`src/rtl/clk_div_pkg.sv`:
```
// Shared constants, types and helpers for the clk_div_bank clock-enable generator bank.
package clk_div_pkg;

  localparam int CNT_W_DEF   = 27;
  localparam int DIV_RST_DEF = 50_000_000;

  typedef logic [CNT_W_DEF-1:0] div_t;

  // Channel-select width; a single-channel bank still carries a 1-bit select.
  function automatic int cfg_ch_w(input int num_ch);
    return (num_ch > 1) ? $clog2(num_ch) : 1;
  endfunction

endpackage

```
`src/rtl/clk_div_chan.sv`:
```
// One programmable clock-enable channel: counter, divisor register and tick/clk_out flops.
// clk_out toggle flop only exists when CLK_DIV_BANK_SQUARE_EN is defined.
module clk_div_chan
  import clk_div_pkg::*;
#(
  parameter int CNT_W   = CNT_W_DEF,
  parameter int DIV_RST = DIV_RST_DEF
) (
  input  logic             clk_100MHz,
  input  logic             rst_n,
  input  logic             en,
  input  logic             sync_clr,
  input  logic             upd_valid,
  input  logic [CNT_W-1:0] upd_div,
  output logic             upd_taken,
  output logic             tick,
  output logic             clk_out
);

  logic [CNT_W-1:0] cnt;
  logic [CNT_W-1:0] div;
  logic             parked;
  logic             wrap;

  assign parked = (div == '0);
  assign wrap   = !parked && (cnt == div - 1'b1);

  // A new divisor lands only where it cannot shorten or stretch a running period.
  assign upd_taken = upd_valid && (sync_clr || !en || parked || wrap);

  always_ff @(posedge clk_100MHz or negedge rst_n) begin
    if (!rst_n) begin
      cnt  <= '0;
      div  <= CNT_W'(DIV_RST);
      tick <= 1'b0;
    end else begin
      tick <= 1'b0;
      if (sync_clr || upd_taken || (en && wrap)) begin
        cnt <= '0;
      end else if (en && !parked) begin
        cnt <= cnt + 1'b1;
      end
      if (en && wrap && !sync_clr) begin
        tick <= 1'b1;
      end
      if (upd_taken) begin
        div <= upd_div;
      end
    end
  end

`ifdef CLK_DIV_BANK_SQUARE_EN
  always_ff @(posedge clk_100MHz or negedge rst_n) begin
    if (!rst_n) begin
      clk_out <= 1'b0;
    end else if (sync_clr) begin
      clk_out <= 1'b0;
    end else if (en && wrap) begin
      clk_out <= ~clk_out;
    end
  end
`else
  assign clk_out = 1'b0;
`endif

endmodule

```
`src/rtl/clk_div_bank.sv`:
```
// Bank of NUM_CH programmable clock-enable generators with a single-slot divisor update port.
// Define CLK_DIV_BANK_SQUARE_EN to build the per-channel square-wave clk_out flops.
module clk_div_bank
  import clk_div_pkg::*;
#(
  parameter int  NUM_CH  = 4,
  parameter int  CNT_W   = CNT_W_DEF,
  parameter int  DIV_RST = DIV_RST_DEF,
  localparam int CH_W    = cfg_ch_w(NUM_CH)
) (
  input  logic              clk_100MHz,
  input  logic              rst_n,
  input  logic [NUM_CH-1:0] ch_en,
  input  logic              sync_clr,
  input  logic              cfg_valid,
  output logic              cfg_ready,
  input  logic [CH_W-1:0]   cfg_ch,
  input  logic [CNT_W-1:0]  cfg_div,
  output logic [NUM_CH-1:0] tick,
  output logic [NUM_CH-1:0] clk_out
);

  logic              pend_valid;
  logic [CH_W-1:0]   pend_ch;
  logic [CNT_W-1:0]  pend_div;
  logic              xfer;
  logic              ch_ok;
  logic [NUM_CH-1:0] upd_valid;
  logic [NUM_CH-1:0] upd_taken;
  logic [CNT_W-1:0]  upd_div;

  assign cfg_ready = !pend_valid;
  assign xfer      = cfg_valid && cfg_ready;
  assign ch_ok     = (int'(cfg_ch) < NUM_CH);
  assign upd_div   = pend_valid ? pend_div : cfg_div;

  // Writes to a nonexistent channel, or ones landing on a sync_clr edge, never occupy the slot.
  always_ff @(posedge clk_100MHz or negedge rst_n) begin
    if (!rst_n) begin
      pend_valid <= 1'b0;
      pend_ch    <= '0;
      pend_div   <= '0;
    end else if (pend_valid) begin
      if (|upd_taken) begin
        pend_valid <= 1'b0;
      end
    end else if (xfer && ch_ok && !sync_clr) begin
      pend_valid <= 1'b1;
      pend_ch    <= cfg_ch;
      pend_div   <= cfg_div;
    end
  end

  for (genvar i = 0; i < NUM_CH; i++) begin : g_ch
    assign upd_valid[i] = pend_valid ? (pend_ch == CH_W'(i))
                                     : (sync_clr && xfer && ch_ok && (cfg_ch == CH_W'(i)));

    clk_div_chan #(
      .CNT_W   (CNT_W),
      .DIV_RST (DIV_RST)
    ) u_chan (
      .clk_100MHz (clk_100MHz),
      .rst_n      (rst_n),
      .en         (ch_en[i]),
      .sync_clr   (sync_clr),
      .upd_valid  (upd_valid[i]),
      .upd_div    (upd_div),
      .upd_taken  (upd_taken[i]),
      .tick       (tick[i]),
      .clk_out    (clk_out[i])
    );
  end

endmodule

```
`config.mk`:
```
export PLATFORM = sky130hd
export DESIGN_NAME = clk_div_bank
export DESIGN_NICKNAME = d
export VERILOG_FILES = /design/src/rtl/clk_div_pkg.sv /design/src/rtl/clk_div_chan.sv /design/src/rtl/clk_div_bank.sv
export SDC_FILE = /design/constraint.sdc
export NUM_CORES = 1
export LEC_CHECK = 0
export ABC_AREA = 1
export CORE_MARGIN = 3
export CORE_UTILIZATION = 48
export CTS_CLUSTER_SIZE = 14
export DETAILED_ROUTE_END_ITERATION = 7
export DONT_BUFFER_PORTS = 1
export GPL_ROUTABILITY_DRIVEN = 0
export PLACE_DENSITY = 0.71
export SYNTH_ARGS = -nofsm -noshare
export SYNTH_HDL_FRONTEND = slang
export SYNTH_SLANG_ARGS = --single-unit
```
`constraint.sdc`:
```
create_clock -name clk_100MHz -period 7.1 [get_ports clk_100MHz]
set_input_delay 0.71 -clock clk_100MHz [delete_from_list [all_inputs] [get_ports clk_100MHz]]
set_output_delay 0.71 -clock clk_100MHz [all_outputs]
set_load 0.02 [all_outputs]
```
# ---- Word level (Yosys, flattened, before mapping)
# Index checks and enable logic that the tools add are counted.
dict set report classes {
  n_addsub 8
  eq_ne 10
  n_mux 20
  bitwise 1
  n_reduce_logical 69
}
# operator n
set op_table {}
lappend op_table {{27-bit two-way mux} 9}
lappend op_table {{27-bit by 1-bit adder with 27-bit output (second input constant)} 4}
lappend op_table {{27-bit == test} 4}
lappend op_table {{27-bit logical NOT} 4}
lappend op_table {{27-bit by 1-bit subtractor with 27-bit output (second input constant)} 4}
lappend op_table {{1-bit logical AND} 27}
lappend op_table {{1-bit logical OR} 20}
lappend op_table {{1-bit two-way mux} 11}
lappend op_table {{1-bit logical NOT} 10}
lappend op_table {{2-bit == test (second input constant)} 4}
lappend op_table {{2-bit nonzero test} 4}
lappend op_table {{2-bit by 1-bit == test with 1-bit output (second input constant)} 2}
lappend op_table {{2-bit logical NOT} 2}
lappend op_table {{4-bit OR reduction} 1}
lappend op_table {{2-bit AND reduction} 1}
lappend op_table {{1-bit inverter} 1}
dict set report word_totals {
  regBits 250
  inputBits 37
  out_inout_bits 9
}

# ---- Logic depth before layout (Yosys ltp)
dict set report logic_depth {
  word_depth 9
  depth_mapped 19
  depth_no_buf 18
}

# ---- Cells and area by module
# Synthesis repeated with hierarchy kept, for this count alone.
dict set report unflattened {
  cells_unflattened 2452
  hier_area_um2 16891.2
}
# mod n_inst cells_per_inst area_per_inst_um2 seq_area_each_um2
set modules_own_cells {}
lappend modules_own_cells {{clk_div_chan at g_ch[0].u_chan ...} 3 556 3777.4 1391.3}
lappend modules_own_cells {{clk_div_chan at g_ch[3].u_chan} 1 543 3846.2 1391.3}
lappend modules_own_cells {clk_div_bank 1 241 1712.9 750.7}

# ---- Worst setup path before layout
# Ideal clock, no wire load.
dict set report synth_timing {
  path_kind {register to register}
  start {reg g_ch[3].u_chan.div[0]}
  end {reg g_ch[3].u_chan.cnt[14]}
  setup_ns 0.121
  arrival_ns 2.209
  path_slack_ns 4.770
  stages_incl_launch_ff 17
  path_buffers 1
  period_less_slack_ns 2.330
  path_cell_list {dfrtp_1 -> inv_1 -> ha_1 -> nand2_1 -> nor2_1 -> nand3_1 -> inv_1 -> nand3_1 -> nand2_1 -> nand3_1 -> nor2_1 -> nand3_1 -> o21ai_1 -> nand2_2 -> nand3_2 -> buf_2 -> nor2_1}
}
dict set report synth_between {
  elab_chain_len 8
}
# element line_no
set synth_rtl {}
lappend synth_rtl {{start, declared} clk_div_chan.sv:21} ;# logic [CNT_W-1:0] div;
lappend synth_rtl {{start signal, assigned} clk_div_chan.sv:34} ;# div <= CNT_W'(DIV_RST);
lappend synth_rtl {{start signal, assigned} clk_div_chan.sv:47} ;# div <= upd_div;
lappend synth_rtl {{27-bit by 1-bit subtractor with 27-bit output / 27-bit logical NOT (equally long branches)} {clk_div_chan.sv:26, clk_div_chan.sv:25}}
lappend synth_rtl {{27-bit == test / 1-bit logical NOT (equally long branches)} {clk_div_chan.sv:26, clk_div_chan.sv:40}}
lappend synth_rtl {{1-bit logical AND} clk_div_chan.sv:26} ;# assign wrap = !parked && (cnt == div - 1'b1);
lappend synth_rtl {{1-bit logical OR} clk_div_chan.sv:29} ;# assign upd_taken = upd_valid && (sync_clr || !en || parked || wrap);
lappend synth_rtl {{1-bit logical AND} clk_div_chan.sv:29}
lappend synth_rtl {{1-bit logical OR (2 in a row)} clk_div_chan.sv:38} ;# if (sync_clr || upd_taken || (en && wrap)) begin
lappend synth_rtl {{27-bit two-way mux / 2-bit nonzero test (equally long branches)} n/a}
lappend synth_rtl {{end signal, assigned} clk_div_chan.sv:41} ;# cnt <= cnt + 1'b1;
lappend synth_rtl {{end, declared} clk_div_chan.sv:20} ;# logic [CNT_W-1:0] cnt;
# Several ways; a longest one is shown, not always the timed one.
# A chain may end at the register's enable or synchronous reset.

# ---- Final worst setup path
dict set report layout_timing {
  start {reg g_ch[0].u_chan.div[0]}
  end {reg g_ch[0].u_chan.cnt[24]}
}
dict set report layout_between {
  elab_chain_len 8
}
# element line_no
set layout_rtl {}
lappend layout_rtl {{start, declared} clk_div_chan.sv:21}
lappend layout_rtl {{start signal, assigned} clk_div_chan.sv:34}
lappend layout_rtl {{start signal, assigned} clk_div_chan.sv:47}
lappend layout_rtl {{27-bit by 1-bit subtractor with 27-bit output / 27-bit logical NOT (equally long branches)} {clk_div_chan.sv:26, clk_div_chan.sv:25}}
lappend layout_rtl {{27-bit == test / 1-bit logical NOT (equally long branches)} {clk_div_chan.sv:26, clk_div_chan.sv:40}}
lappend layout_rtl {{1-bit logical AND} clk_div_chan.sv:26}
lappend layout_rtl {{1-bit logical OR} clk_div_chan.sv:29}
lappend layout_rtl {{1-bit logical AND} clk_div_chan.sv:29}
lappend layout_rtl {{1-bit logical OR (2 in a row)} clk_div_chan.sv:38}
lappend layout_rtl {{27-bit two-way mux / 2-bit nonzero test (equally long branches)} n/a}
lappend layout_rtl {{end signal, assigned} clk_div_chan.sv:41}
lappend layout_rtl {{end, declared} clk_div_chan.sv:20}
# Several ways; a longest one is shown, not always the timed one.

==> flow_metrics.tcl <==
set metrics [dict create \
    tightest_slew_ns 1.17 \
    cts_tree "built" \
    dr.pass1.iters 7 \
    timing.rr.start "g_ch[0].u_chan.div[0]" \
    finClkSkew_ns 0.0270 \
    cts.sinks 250 \
    drive_above_1_share_pct 6.96 \
    synth_seq_area_share_pct 37.7 \
    path_clk_slew_ns 0.06 \
    first_iter_violations 1113 \
    dr_total_vias 15600 \
    drc 0 \
    area_growth_syn_to_layout_pct 8.27 \
    worst_slew_margin_rel_pct 22.1 \
    cellPowerDensity_mw_per_mm2 374 \
    htreeDepth 1 \
    ys.warnings.count 0 \
    hp-class "primary input to asynchronous set/reset pin" \
    yosysMostFrequentCell "nand2_1" \
    syn_avg_cell_area_um2 6.75 \
    ios 46 \
    postRouteAntennaNets 0 \
    fin_util_pct 53.5 \
    antenna_found_initial 1 \
    maxCapViolations 0 \
    hold_violations 0 \
    wl_um 46100 \
    crit_type "register to register" \
    r2r_slack_ns 3.47 \
    fin_nets 2525 \
    grt_max_degree 203 \
    grt_use_total_pct 25.2 \
    start_util_pct 49.4 \
    core_region_area_mm2 0.0340 \
    die_h_um 193 \
    rr_worst_depth 15 \
    grt_pass1_vias 15000 \
    finalCriticalPeriod_ns 3.63 \
    synth_cell_type_count 45 \
    clockRootBuffer "clkbuf_16" \
    synth.area.top_cells "dfrtp_1, nand2_1, nor2_1" \
    viasPerCell 5.30 \
    syn_inst 2483 \
    finalCritPeriodShare_pct 51.2 \
    grt_setup_unrepaired "no" \
    critPathRequiredTime_ns 7.57 \
    io_buffers 0 \
    setup_viol 0 \
    cp-end-kind "register" \
    worstPathArrival_ns 4.10 \
    synthArstFlopShare_pct 100 \
    antennaDiodeCount 0 \
    irDropWorstVdd_mv 0.240 \
    gr-total-overflow 0 \
    hpwlAfterDp_um 33900 \
    cts_resized 0 \
    netlist_area_mm2 0.0168 \
    row_count 67 \
    grt_first_pass_wirelength_um 75200 \
    dieArea_mm2 0.0372 \
    yosysTopAreaCellShare_pct 30.1 \
    post_drt_wl_per_cell_um 15.6 \
    yosysTopAreaCell "dfrtp_1" \
    critPathMaxFanout 55 \
    cellLeakagePower_uw 0.00859 \
    slew_viol_final 0 \
    ys_ff_latch 250 \
    tns_ns 0 \
    clk_latency_ns 0.60 \
    status "completed" \
    die_w_um 193 \
    cts_buffer_depth 3 \
    reg2reg_to "g_ch[0].u_chan.cnt[24]" \
    synth-edff-count 0 \
    cts_buffers 29 \
    n_fill_cell 3305 \
    fmax_mhz 275 \
    synth_flop_cell "dfrtp_1" \
    synthTopCellsByCount "nand2_1, nor2_1, inv_1" \
    cp-start-kind "register" \
]
==> per-stage QoR <==
| step | cells | power [uW] | instance area [um^2] | worst slack, ns | hold WS, ns |
|---|---|---|---|---|---|
| after detailed placement | 2891 | 5120 | 17100 | 3.55 | 0.433 |
| after global placement | 2891 | 5040 | 17100 | 3.63 | 0.434 |
| after global routing | 2947 | 7320 | 18200 | 3.04 | 0.159 |
| final | 2947 | 6790 | 18200 | 3.47 | 0.156 |
| after floorplan | 2486 | 4370 | 16800 | 4.77 | 0.414 |
| after CTS | 2947 | 6780 | 18200 | 3.51 | 0.154 |
==> registers in the layout, summed over array words and instances, names as in the netlist <==
name,count
pend_div,27
g_ch.u_chan.tick,4
g_ch.u_chan.div,108
pend_ch,2
pend_valid,1
g_ch.u_chan.cnt,108
==> routing by layer <==
| metal | GRT usage, % | part of all wire (%) | vias up |
|---|---|---|---|
| met3 | 5.40 | 8.3 | 120 |
| li1 | - | - | 7722 |
| met2 | 40.9 | 45 | 528 |
| met4 | 8.90 | 3.7 | 2 |
| met5 | 0 | 0.043 | - |
| met1 | 33.5 | 43 | 7251 |
==> worst max-delay path by stage <==
stage	from	endpoint	slack, ns
floorplan	g_ch[3].u_chan.div[0]	g_ch[3].u_chan.cnt[14]	4.77
global placement	g_ch[0].u_chan.div[0]	g_ch[0].u_chan.cnt[21]	3.63
detailed placement	g_ch[0].u_chan.div[0]	g_ch[0].u_chan.cnt[24]	3.55
CTS	g_ch[0].u_chan.div[0]	g_ch[0].u_chan.cnt[24]	3.51
global route	g_ch[0].u_chan.div[0]	g_ch[0].u_chan.cnt[25]	3.04
finish	g_ch[0].u_chan.div[0]	g_ch[0].u_chan.cnt[24]	3.47
==> kinds of logic after synthesis <==
kind of cell    count (synthesis)  synth area share (%)
simple gates                 1497                  37.6
flops                         250                  37.7
xor+xnor                      170                  8.88
buf+inv                       365                  8.99
fa+ha+maj                      12                 0.895
other cells                     1                0.0224
compound gates                188                  5.98
==> worst max-delay path: stages (launching register included) <==
cell and delay (ns):
dfrtp_1 0.38, inv_1 0.15, ha_1 0.24, nand2_1 0.14, nor2_4 0.21, nand3_1 0.12, nand2_1 0.08, nand2_1 0.05
nor2_1 0.11, nand2_1 0.06, nor2_1 0.20, nand3_2 0.14, a21boi_4 0.93, nor2_2 0.19, inv_2 0.36, nor2_1 0.09
==> layout by cell type (no fill, tap or decap), drive strengths merged, types with 2 or more instances in the layout <==
cell type and count:
nand2 797, nor2 415, inv 314, dfrtp 202, o21ai 154, nand3 142, xor2 124, nor3 55
nand4 50, dfstp 48, xnor2 46, clkbuf 39, nand3b 18, a21oi 15, ha 12, nor4 10
buf 10, clkinv 8, or2 7, o21bai 5, conb 4, clkinvlp 4, bufinv 3, o2111ai 2
o32ai 2, o22ai 2, nor3b 2, a21boi 2
==> where the power goes <==
group / switching [uW] / total (uW) / internal, uW
combinational: 1960 / 2880 / 914
sequential: 433 / 2330 / 1890
clock: 645 / 1590 / 944
==> cell type report <==
type	instances	area [um^2]	share of cell area (%)
Inverter	314	1180	6.50
Tap cell	448	561	3.09
Multi-Input combinational cell	1871	8960	49.4
Timing Repair Buffer	10	115	0.634
Clock inverter	15	179	0.985
Clock buffer	39	843	4.64
Sequential cell	250	6320	34.8
==> what timing repair did <==
| item | in CTS | in global routing |
|---|---|---|
| endpoints found under the hold margin | 202 | 0 |
| buffers inserted | 0 | 0 |
| hold buffers | 2 | 0 |
| setup endpoints to repair | 0 | 0 |
(Power assumes the default switching activity.)
